## src/rtl/fsm_job_pkg.sv

```systemverilog
// fsm_job_pkg: state encoding and default timeout
// shared by the job arbiter and its picker.
package fsm_job_pkg;

    typedef enum logic [2:0] {
        ST_IDLE  = 3'd0,
        ST_START = 3'd1,
        ST_WAIT  = 3'd2,
        ST_DONE  = 3'd3,
        ST_DRAIN = 3'd4
    } state_t;

    localparam int TIMEOUT_DEF = 64;

endpackage

```

## src/rtl/fsm_job_arbiter_rr_pick.sv

```systemverilog
// rr_pick: combinational round-robin selector, first set
// request at or after rr_ptr, wrapping modulo N_REQ.
module rr_pick
    import fsm_job_pkg::*;
#(
    parameter int N_REQ = 4,
    parameter int IW    = $clog2(N_REQ)
) (
    input  logic [N_REQ-1:0] req,
    input  logic [IW-1:0]    rr_ptr,
    output logic [IW-1:0]    grant_idx,
    output logic             any_req
);

    logic [IW:0] w_pos;

    always_comb begin
        grant_idx = '0;
        any_req   = 1'b0;
        w_pos     = '0;
        // scan offsets high to low so the nearest set bit wins
        for (int k = N_REQ - 1; k >= 0; k--) begin
            w_pos = {1'b0, rr_ptr} + (IW+1)'(k);
            if (w_pos >= (IW+1)'(N_REQ))
                w_pos = w_pos - (IW+1)'(N_REQ);
            if (req[w_pos[IW-1:0]]) begin
                grant_idx = w_pos[IW-1:0];
                any_req   = 1'b1;
            end
        end
    end

endmodule

```

## src/rtl/fsm_job_arbiter.sv

```systemverilog
// fsm_job_arbiter: shares one start/done control FSM among
// N_REQ requesters with round-robin grant and timeout.
module fsm_job_arbiter
    import fsm_job_pkg::*;
#(
    parameter int N_REQ   = 4,
    parameter int TIMEOUT = TIMEOUT_DEF,
    parameter int TW      = 8
) (
    input  logic                     clk,
    input  logic                     rst_n,
    input  logic [N_REQ-1:0]         req,
    output logic [N_REQ-1:0]         ack,
    output logic [N_REQ-1:0]         err,
    output logic                     fsm_start,
    input  logic                     fsm_done,
    output logic                     busy,
    output logic [$clog2(N_REQ)-1:0] owner
);

    localparam int IW = $clog2(N_REQ);

    state_t           r_state;
    logic [IW-1:0]    r_owner;
    logic [IW-1:0]    r_ptr;
    logic [TW-1:0]    r_cnt;
    logic             r_to;
    logic [N_REQ-1:0] r_ack;
    logic [N_REQ-1:0] r_err;
    logic             r_start;
    logic             r_busy;
    logic [IW-1:0]    w_idx;
    logic             w_any;

    rr_pick #(
        .N_REQ (N_REQ),
        .IW    (IW)
    ) u_pick (
        .req       (req),
        .rr_ptr    (r_ptr),
        .grant_idx (w_idx),
        .any_req   (w_any)
    );

    always_ff @(posedge clk or negedge rst_n) begin
        if (!rst_n) begin
            r_state <= ST_IDLE;
            r_owner <= '0;
            r_ptr   <= '0;
            r_cnt   <= '0;
            r_to    <= 1'b0;
            r_ack   <= '0;
            r_err   <= '0;
            r_start <= 1'b0;
            r_busy  <= 1'b0;
        end else begin
            r_ack   <= '0;
            r_err   <= '0;
            r_start <= 1'b0;
            unique case (r_state)
                ST_IDLE: begin
                    // a done still high from an earlier job must not start a new one
                    if (w_any && !fsm_done) begin
                        r_owner <= w_idx;
                        r_busy  <= 1'b1;
                        r_state <= ST_START;
                    end
                end
                ST_START: begin
                    r_start <= 1'b1;
                    r_cnt   <= '0;
                    r_to    <= 1'b0;
                    r_state <= ST_WAIT;
                end
                ST_WAIT: begin
                    r_cnt <= r_cnt + 1'b1;
                    if (fsm_done) begin
                        r_state <= ST_DONE;
                    end else if (r_cnt == TW'(TIMEOUT - 1)) begin
                        r_to    <= 1'b1;
                        r_state <= ST_DONE;
                    end
                end
                ST_DONE: begin
                    if (r_to)
                        r_err[r_owner] <= 1'b1;
                    else
                        r_ack[r_owner] <= 1'b1;
                    r_ptr <= (r_owner == IW'(N_REQ - 1)) ? '0
                                                         : r_owner + 1'b1;
                    r_state <= ST_DRAIN;
                end
                ST_DRAIN: begin
                    if (!fsm_done) begin
                        r_busy  <= 1'b0;
                        r_state <= ST_IDLE;
                    end
                end
                default: r_state <= ST_IDLE;
            endcase
        end
    end

    assign ack       = r_ack;
    assign err       = r_err;
    assign fsm_start = r_start;
    assign busy      = r_busy;
    assign owner     = r_owner;

endmodule
```

## config.mk

```make
export PLATFORM = sky130hd
export DESIGN_NAME = fsm_job_arbiter
export DESIGN_NICKNAME = d
export VERILOG_FILES = /design/src/rtl/fsm_job_pkg.sv /design/src/rtl/fsm_job_arbiter_rr_pick.sv /design/src/rtl/fsm_job_arbiter.sv
export SDC_FILE = /design/constraint.sdc
export NUM_CORES = 1
export LEC_CHECK = 0
export CAP_MARGIN = 20
export CORE_ASPECT_RATIO = 1.1
export CORE_MARGIN = 10
export CORE_UTILIZATION = 45
export CTS_CLUSTER_DIAMETER = 80
export DETAILED_ROUTE_END_ITERATION = 8
export GPL_TIMING_DRIVEN = 0
export PLACE_DENSITY = 0.77
export SYNTH_ARGS = -nofsm -noshare
export SYNTH_HDL_FRONTEND = slang
export SYNTH_SLANG_ARGS = --single-unit
```

## constraint.sdc

```tcl
create_clock -name clk -period 2 [get_ports clk]
set_clock_uncertainty 0.2 [all_clocks]
set_input_delay 0.4 -clock clk [delete_from_list [all_inputs] [get_ports clk]]
set_output_delay 0.4 -clock clk [all_outputs]
set_load 0.005 [all_outputs]
```

* Yosys cells after proc, flatten, opt, wreduce, memory -nomap -nowiden
Cells that the tools add are included.
Storage, ports and cells: bits in registers 26, input bits 7, output and inout bits 12, logic and storage cells 89
Operators by class: $lt $le $gt $ge 10, $add $sub $neg 9, muxes and demuxes 40, reductions and logical operators 10, eq/ne operators 11
Operator list (count):
- $mux W2 | 9
- $mux W4 | 4
- $pmux W8 S2 | 1
- $lt A2 B3 Y1 const B | 5
- $pmux W3 S5 | 1
- $mux W1 | 14
- $mux W3 | 4
- $ge A3 B3 Y1 const B | 3
- $reduce_and A3 Y1 | 3
- $add A8 B1 Y8 const B | 1
- $bmux W1 S2 | 4
- $eq A8 B6 Y1 const B | 1
- $ne A2 B2 Y1 const B | 4
- $sub A2 B1 Y2 const B | 4
- $add A2 B2 Y3 const B | 2
- $eq A3 B2 Y1 const B | 2
- $pmux W1 S2 | 2
- $reduce_bool A2 Y1 | 2
- $add A2 B1 Y3 const B | 1
- $eq A3 B1 Y1 const B | 1
- $eq A3 B3 Y1 const B | 1
- $ge A2 B3 Y1 const B | 1
- $logic_not A3 Y1 | 1
- $ne A3 B3 Y1 const B | 1
- 7 further kinds | 8

* Longest topological paths before layout
Gate-level depths: netlist of the first run.
word-level depth 12, gate-level depth with buffers 5, depth with buffers taken out 4

* Hierarchy
Synthesis of the first run repeated with hierarchy kept, for this count alone.
Unflattened totals: cell total of the unflattened synthesis 132, area, all modules 1382.6 µm²
By module, submodules not included:
- fsm_job_arbiter | times used 1, cells an instance 119, area an instance 1305.0 µm²
- rr_pick | times used 1, cells an instance 13, area an instance 77.6 µm²

* Worst setup path after synthesis of the first run
Ideal clock, no wire load.
kind flip-flop to flip-flop, from reg r_cnt[0], to reg r_state[0], data arrival time 1.376 ns, cell stages (with the launch flop) 5, required time 1.701 ns, slack 0.325 ns, library setup time 0.099 ns, period minus slack after synthesis 1.675 ns, path through dfrtp_1 ha_1 nand2_1 or4_4 a311oi_1
Between the ends: longest elaborated chain between the ends 3
RTL lines:
- start, declared | RTL line fsm_job_arbiter.sv:26 | logic [TW-1:0] r_cnt;
- start signal, assigned | RTL line fsm_job_arbiter.sv:76 | r_cnt <= r_cnt + 1'b1;
- $eq A8 B6 Y1 | RTL line fsm_job_arbiter.sv:79 | end else if (r_cnt == TW'(TIMEOUT - 1)) begin
- $ne A3 B3 Y1 (no source line)
- $reduce_and A3 Y1 (no source line)
- end signal, assigned | RTL line fsm_job_arbiter.sv:78 | r_state <= ST_DONE;
- end signal, assigned | RTL line fsm_job_arbiter.sv:81 | r_state <= ST_DONE;
- end signal, assigned | RTL line fsm_job_arbiter.sv:91 | r_state <= ST_DRAIN;
- end, declared | RTL line fsm_job_arbiter.sv:23 | state_t r_state;
Every way passes these cells. A chain may end at the register's enable or synchronous reset.

* Worst setup path in the final report of the first run
from reg r_owner[0], in the netlist owner[0], to out owner[0]
RTL lines:
- start, declared | RTL line fsm_job_arbiter.sv:24 | logic [IW-1:0] r_owner;
- start signal, assigned | RTL line fsm_job_arbiter.sv:64 | r_owner <= w_idx;
- end, declared | RTL line fsm_job_arbiter.sv:18 | output logic [$clog2(N_REQ)-1:0] owner
No word-level cell between the ends.

==> flow_summary.json, run 1 <==
{
  "synth-async-reset-ratio": 1.00,
  "rsz0062_at_grt": "false",
  "worstPathCellList": "clkdlybuf4s50_1",
  "r2r_end": "r_state[0]$_DFFE_PN0P_",
  "grt_use_total": 0.107,
  "ioPinCount": 19,
  "first_global_vias": 1114,
  "hpwl_um": 2320,
  "io_buffers": 18,
  "crit_path_end_kind": "output pin",
  "arrival_ns": 1.30,
  "syn_to_final_growth_pct": 22.3,
  "drc": 0,
  "cts_buffers": 3,
  "avgSynthCellArea_sq_um": 9.85,
  "powerDensity_nw_per_um2": 1140,
  "nNetsFinal": 173,
  "grt_antenna_before_repair": 0,
  "die_x_um": 72.2,
  "synth_top_area_frac": 0.482,
  "syn_inst": 137,
  "cp-start-kind": "register",
  "postCtsHoldBufs": 0,
  "coreArea_sq_um": 2830,
  "dr_total_vias": 1133,
  "crit_required_ns": 1.40,
  "clkTransAtPathRegs_ns": 0.15,
  "netlist-cell-type-count": 40,
  "drt_iter0_drc": 35,
  "syn_area_sq_um": 1350,
  "power.leakage_nw": 0.744,
  "holdWs_ns": 0.243,
  "finalSetupViolCount": 0,
  "synth_edf_count": 0,
  "netlist_top_cells_area": "dfrtp_1 48%, ha_1 4.6%, o21ai_0 3.3%",
  "crit_buf_inv": 1,
  "peakVddDrop_v": 0.000545,
  "grt_max_degree": 16,
  "cpMaxStageDelayCell": "clkdlybuf4s50_1",
  "ant_nets": 0,
  "ff2ff_path_depth": 4,
  "outcome": "completed",
  "cts_tree": "built",
  "ctsLongestPathBuffers": 2,
  "fmax_mhz": 526,
  "synth_top_cell_by_area": "dfrtp_1",
  "crit_type": "register to output pin",
  "grt_pass1_wl_um": 5020,
  "cts_sinks": 26,
  "dieHeight_um": 77.4,
  "nFillCells": 246,
  "synth.ff_latch_count": 26,
  "clock_latency_ns": 0.32,
  "cp_top_family": "buffers and inverters",
  "synth_flop_cell": "dfrtp_1",
  "rows": 20,
  "syn-num-nets": 149,
  "tns_ns": 0,
  "yosysWarnings": 0,
  "start_util": 0.477,
  "die_area_sq_um": 5590,
  "drt_pass1_iterations": 4,
  "hold_class": "input port to asynchronous set/reset pin",
  "tightest_slew_ns": 0.620,
  "critPathLaunch": "owner[0]$_DFFE_PN0P_",
  "h-tree-depth": 1,
  "cap_violations": 0,
  "slowest_delay_ns": 0.53,
  "cp_max_fo": 5,
  "clk_root_buffer_cell": "clkbuf_4",
  "antenna_cells": 0,
  "timing.rr.start": "r_cnt[0]$_DFFE_PN0P_",
  "routabilityCongestion": 0.873,
  "final_core_util": 0.584,
  "r2r_slack_ns": 0.15,
  "path_depth": 1,
  "min_period_over_period": 0.951,
  "ys_seq_area_frac": 0.482,
  "grt-ovfl-total": 0,
  "slew-limit-headroom": 0.585,
  "hold_violations": 0,
  "avgRoutedWirePerCell_um": 15.4,
  "slew_viol_final": 0,
  "ctsResizeCount": 0,
  "drive_gt1_frac": 0.100,
  "crit_end": "owner[0]",
  "period_minus_slack_ns": 1.90,
  "post_cts_buffers": 0,
  "vias_per_cell": 5.87,
  "wirelength_um": 2970
}
[worst min-delay path by stage]
stage,to,depth (start not counted)
after detailed placement,r_to$_DFFE_PN0P_,2
final,err[2]$_DFF_PN0_,1
after floorplan,ack[0]$_DFF_PN0_,0
after CTS,fsm_start$_DFF_PN0_,1
after global routing,fsm_start$_DFF_PN0_,1
after global placement,r_ptr[0]$_DFFE_PN0P_,2
[cells in the mapped netlist, types with 2 or more instances]
master and instances:
a21o_1 2, a21oi_1 6, a311oi_1 2, a31oi_1 4, and2_1 5, and3_1 4, buf_2 2, clkbuf_1 3
dfrtp_1 26, ha_1 5, inv_1 8, mux2i_1 3, nand2_1 12, nand2b_1 7, nand3_1 4, nand4_1 2
nor2_1 6, nor2b_1 2, o21ai_0 9, o311ai_0 3, o31ai_1 3
[per-stage QoR]
step                cell area (sq um)  setup WS [ns]  total power [mW]  cells
floorplan                        1350          0.325              1.25    137
global placement                 1570         -0.102              1.49    188
detailed placement               1600         -0.115              1.53    189
CTS                              1650         0.0757              1.90    193
global route                     1650         0.0288              2.03    193
finish                           1650         0.0976              1.89    193
[power by group]
part / switching [mW] / total [mW] / internal, mW / leakage [nW]
Sequential: 0.147 / 0.796 / 0.649 / 0.346
Combinational: 0.398 / 0.729 / 0.331 / 0.370
Clock: 0.161 / 0.363 / 0.203 / 0.0279
Total: 0.707 / 1.89 / 1.18 / 0.744
[layout make-up]
cell class | instances | area, sq um | area share
plain buffers | 6 | 26.3 | 0.0159
clock buffers | 3 | 22.5 | 0.0136
clock inverters | 1 | 30.0 | 0.0182
inverters | 8 | 30.0 | 0.0182
multi-input cells | 97 | 643 | 0.389
flip-flops and latches | 26 | 651 | 0.394
well taps | 33 | 41.3 | 0.0250
repair buffers | 19 | 208 | 0.126
[sequential cells by signal, summed over array words and instances (netlist names)]
name and flops:
owner 2, r_state 3, r_ptr 2, r_cnt 8, fsm_start 1, busy 1, err 4, r_to 1
ack 4
[layer usage]
layer,share of wire,GRT usage
met1,0.43,0.121
met2,0.50,0.185
met3,0.051,0.0204
met4,0.017,0.0523
met5,0,0
[logic make-up (layout without fill, tap and decap cells)]
logic type,count (synthesis),in the layout,synth area share
adder cells (fa/ha/maj),5,5,0.0463
buffers and inverters,14,37,0.0417
multiplexers,4,4,0.0306
flip-flops,26,26,0.482
AO/OA/AOI/OAI,34,34,0.163
AND/OR/NAND/NOR,54,54,0.236
[cells in the final DEF, fill, tap and decap left out, types with 3 or more instances in the layout]
cell type,count
nor2_1,6
clkdlybuf4s50_1,18
a31oi_1,4
o31ai_1,3
inv_1,8
and3_1,4
dfrtp_1,26
mux2i_1,3
nand2_1,12
nand2b_1,7
and2_1,5
nand3_1,4
a21oi_1,6
o21ai_0,9
o311ai_0,3
ha_1,5
clkbuf_1,3
clkbuf_4,3
Power figures use the tool's default switching activity.
==> run 2: changes to the inputs <==
Settings changed: CORE_UTILIZATION 45 to 40, PLACE_DENSITY 0.77 to 0.71.
==> run 2 against run 1 <==
Final cell count rose by 1.6%; first-iteration DRC count increased by 100%; maximum frequency grew 0.73%; power down 5.5%; worst setup slack improved by 0.014 ns; clock power shrank 26%; sequential power decreased by 0.5%; global-route usage decreased by 0.64 points.
==> flow_summary.json, run 2 (synthesis results as in run 1) <==
{
  "wirelength_um": 2800,
  "h-tree-depth": 1,
  "ioPinCount": 19,
  "holdWs_ns": 0.165,
  "grt_pass1_wl_um": 4900,
  "routabilityCongestion": 0.856,
  "post_cts_buffers": 0,
  "postCtsHoldBufs": 0,
  "final_common_cell": "dfrtp_1",
  "dr_total_vias": 1110,
  "outcome": "completed",
  "slew-limit-headroom": 0.697,
  "placed_area_sq_um": 1600,
  "rows": 22,
  "cp_top_family": "buffers and inverters",
  "clock_latency_ns": 0.33,
  "crit_path_end_kind": "output pin",
  "rsz0062_at_grt": "false",
  "place_ws_ns": -0.146,
  "nNetsFinal": 173,
  "drt_pass1_iterations": 4,
  "power.leakage_nw": 0.736,
  "grt_antenna_before_repair": 0,
  "crit_required_ns": 1.40,
  "timing.final.ws_setup_ns": 0.111,
  "slowest_delay_ns": 0.53,
  "grt_max_degree": 20,
  "first_global_vias": 1086,
  "grt-ovfl-total": 0,
  "vias_per_cell": 5.66,
  "avgRoutedWirePerCell_um": 14.3,
  "grt_use_total": 0.101,
  "io_buffers": 18,
  "ant_nets": 0,
  "finalSetupViolCount": 0,
  "ctsResizeCount": 0,
  "hold_class": "input port to asynchronous set/reset pin",
  "place_inst": 192,
  "start_util": 0.409,
  "drc": 0,
  "die_area_sq_um": 6100,
  "tns_ns": 0,
  "period_minus_slack_ns": 1.89,
  "regMostFlops": "r_cnt",
  "cts_tree": "built",
  "ctsLongestPathBuffers": 2,
  "drive_gt1_frac": 0.106,
  "largest_reg_flops": 8,
  "min_period_over_period": 0.944,
  "p_total_mw": 1.79,
  "dieHeight_um": 80.9,
  "cts_sinks": 26,
  "final_core_util": 0.497,
  "coreArea_sq_um": 3300,
  "layout_common_cells": "25 x dfrtp_1, 18 x clkdlybuf4s50_1, 12 x nand2_1",
  "crit_buf_inv": 1,
  "cpMaxStageDelayCell": "clkdlybuf4s50_1",
  "crit_type": "register to output pin",
  "cp-start-kind": "register",
  "tightest_slew_ns": 0.453,
  "slew_viol_final": 0,
  "timing.rr.start": "r_cnt[1]$_DFFE_PN0P_",
  "syn_to_final_growth_pct": 21.5,
  "hold_violations": 0,
  "cp_max_fo": 5,
  "cap_violations": 0,
  "drt_iter0_drc": 70,
  "hpwl_um": 2180,
  "fmax_mhz": 529,
  "postLayoutCellArea_sq_um": 1640,
  "clkTransAtPathRegs_ns": 0.14,
  "cts_buffers": 3,
  "clk_root_buffer_cell": "clkbuf_4",
  "arrival_ns": 1.29,
  "powerDensity_nw_per_um2": 1090,
  "die_x_um": 75.4,
  "antenna_cells": 0,
  "critPathLaunch": "owner[0]$_DFFE_PN0P_",
  "worstPathCellList": "clkdlybuf4s50_1",
  "nFillCells": 297,
  "stdcell_count": 196,
  "peakVddDrop_v": 0.000342
}
run 2: cell count changes in the layout (fill, tap and decap cells not counted), sizes merged:
cell | before | now
bufinv | 1 | 0
clkbuf | 7 | 8
run 2: worst paths after layout:
kind,end,slack [ns],depth (start not counted)
max,owner[0],0.11,1
max reg2reg,r_state[0]$_DFFE_PN0P_,0.18,4
min,r_cnt[6]$_DFFE_PN0P_,0.17,1
max in group asynchronous,owner[1]$_DFFE_PN0P_,0.99,2
min reg2reg,r_to$_DFFE_PN0P_,0.35,2
min in group clk,r_to$_DFFE_PN0P_,0.35,2
run 2: per-layer routing:
layer / global-route usage / wire length (um) / vias to the layer above
met1: 0.123 / 1260 / 542
met3: 0.0134 / 115 / 4
met2: 0.165 / 1360 / 22
li1: - / - / 542
met4: 0.0558 / 58 / 0
met5: 0 / 0 / -
run 2: power by group:
group	total [mW]	internal (mW)	switching, mW	leakage [nW]
sequential	0.792	0.651	0.141	0.345
clock	0.270	0.111	0.158	0.0210
combinational	0.724	0.331	0.393	0.370
total	1.79	1.09	0.693	0.736
run 2: final cells by class:
| type | instances | area [sq um] | area share |
|---|---|---|---|
| repair buffers | 19 | 208 | 0.127 |
| clock buffers | 4 | 36.3 | 0.0221 |
| well taps | 36 | 45.0 | 0.0275 |
| multi-input cells | 97 | 643 | 0.392 |
| inverters | 8 | 30.0 | 0.0183 |
| plain buffers | 6 | 26.3 | 0.0160 |
| flip-flops and latches | 26 | 652 | 0.397 |
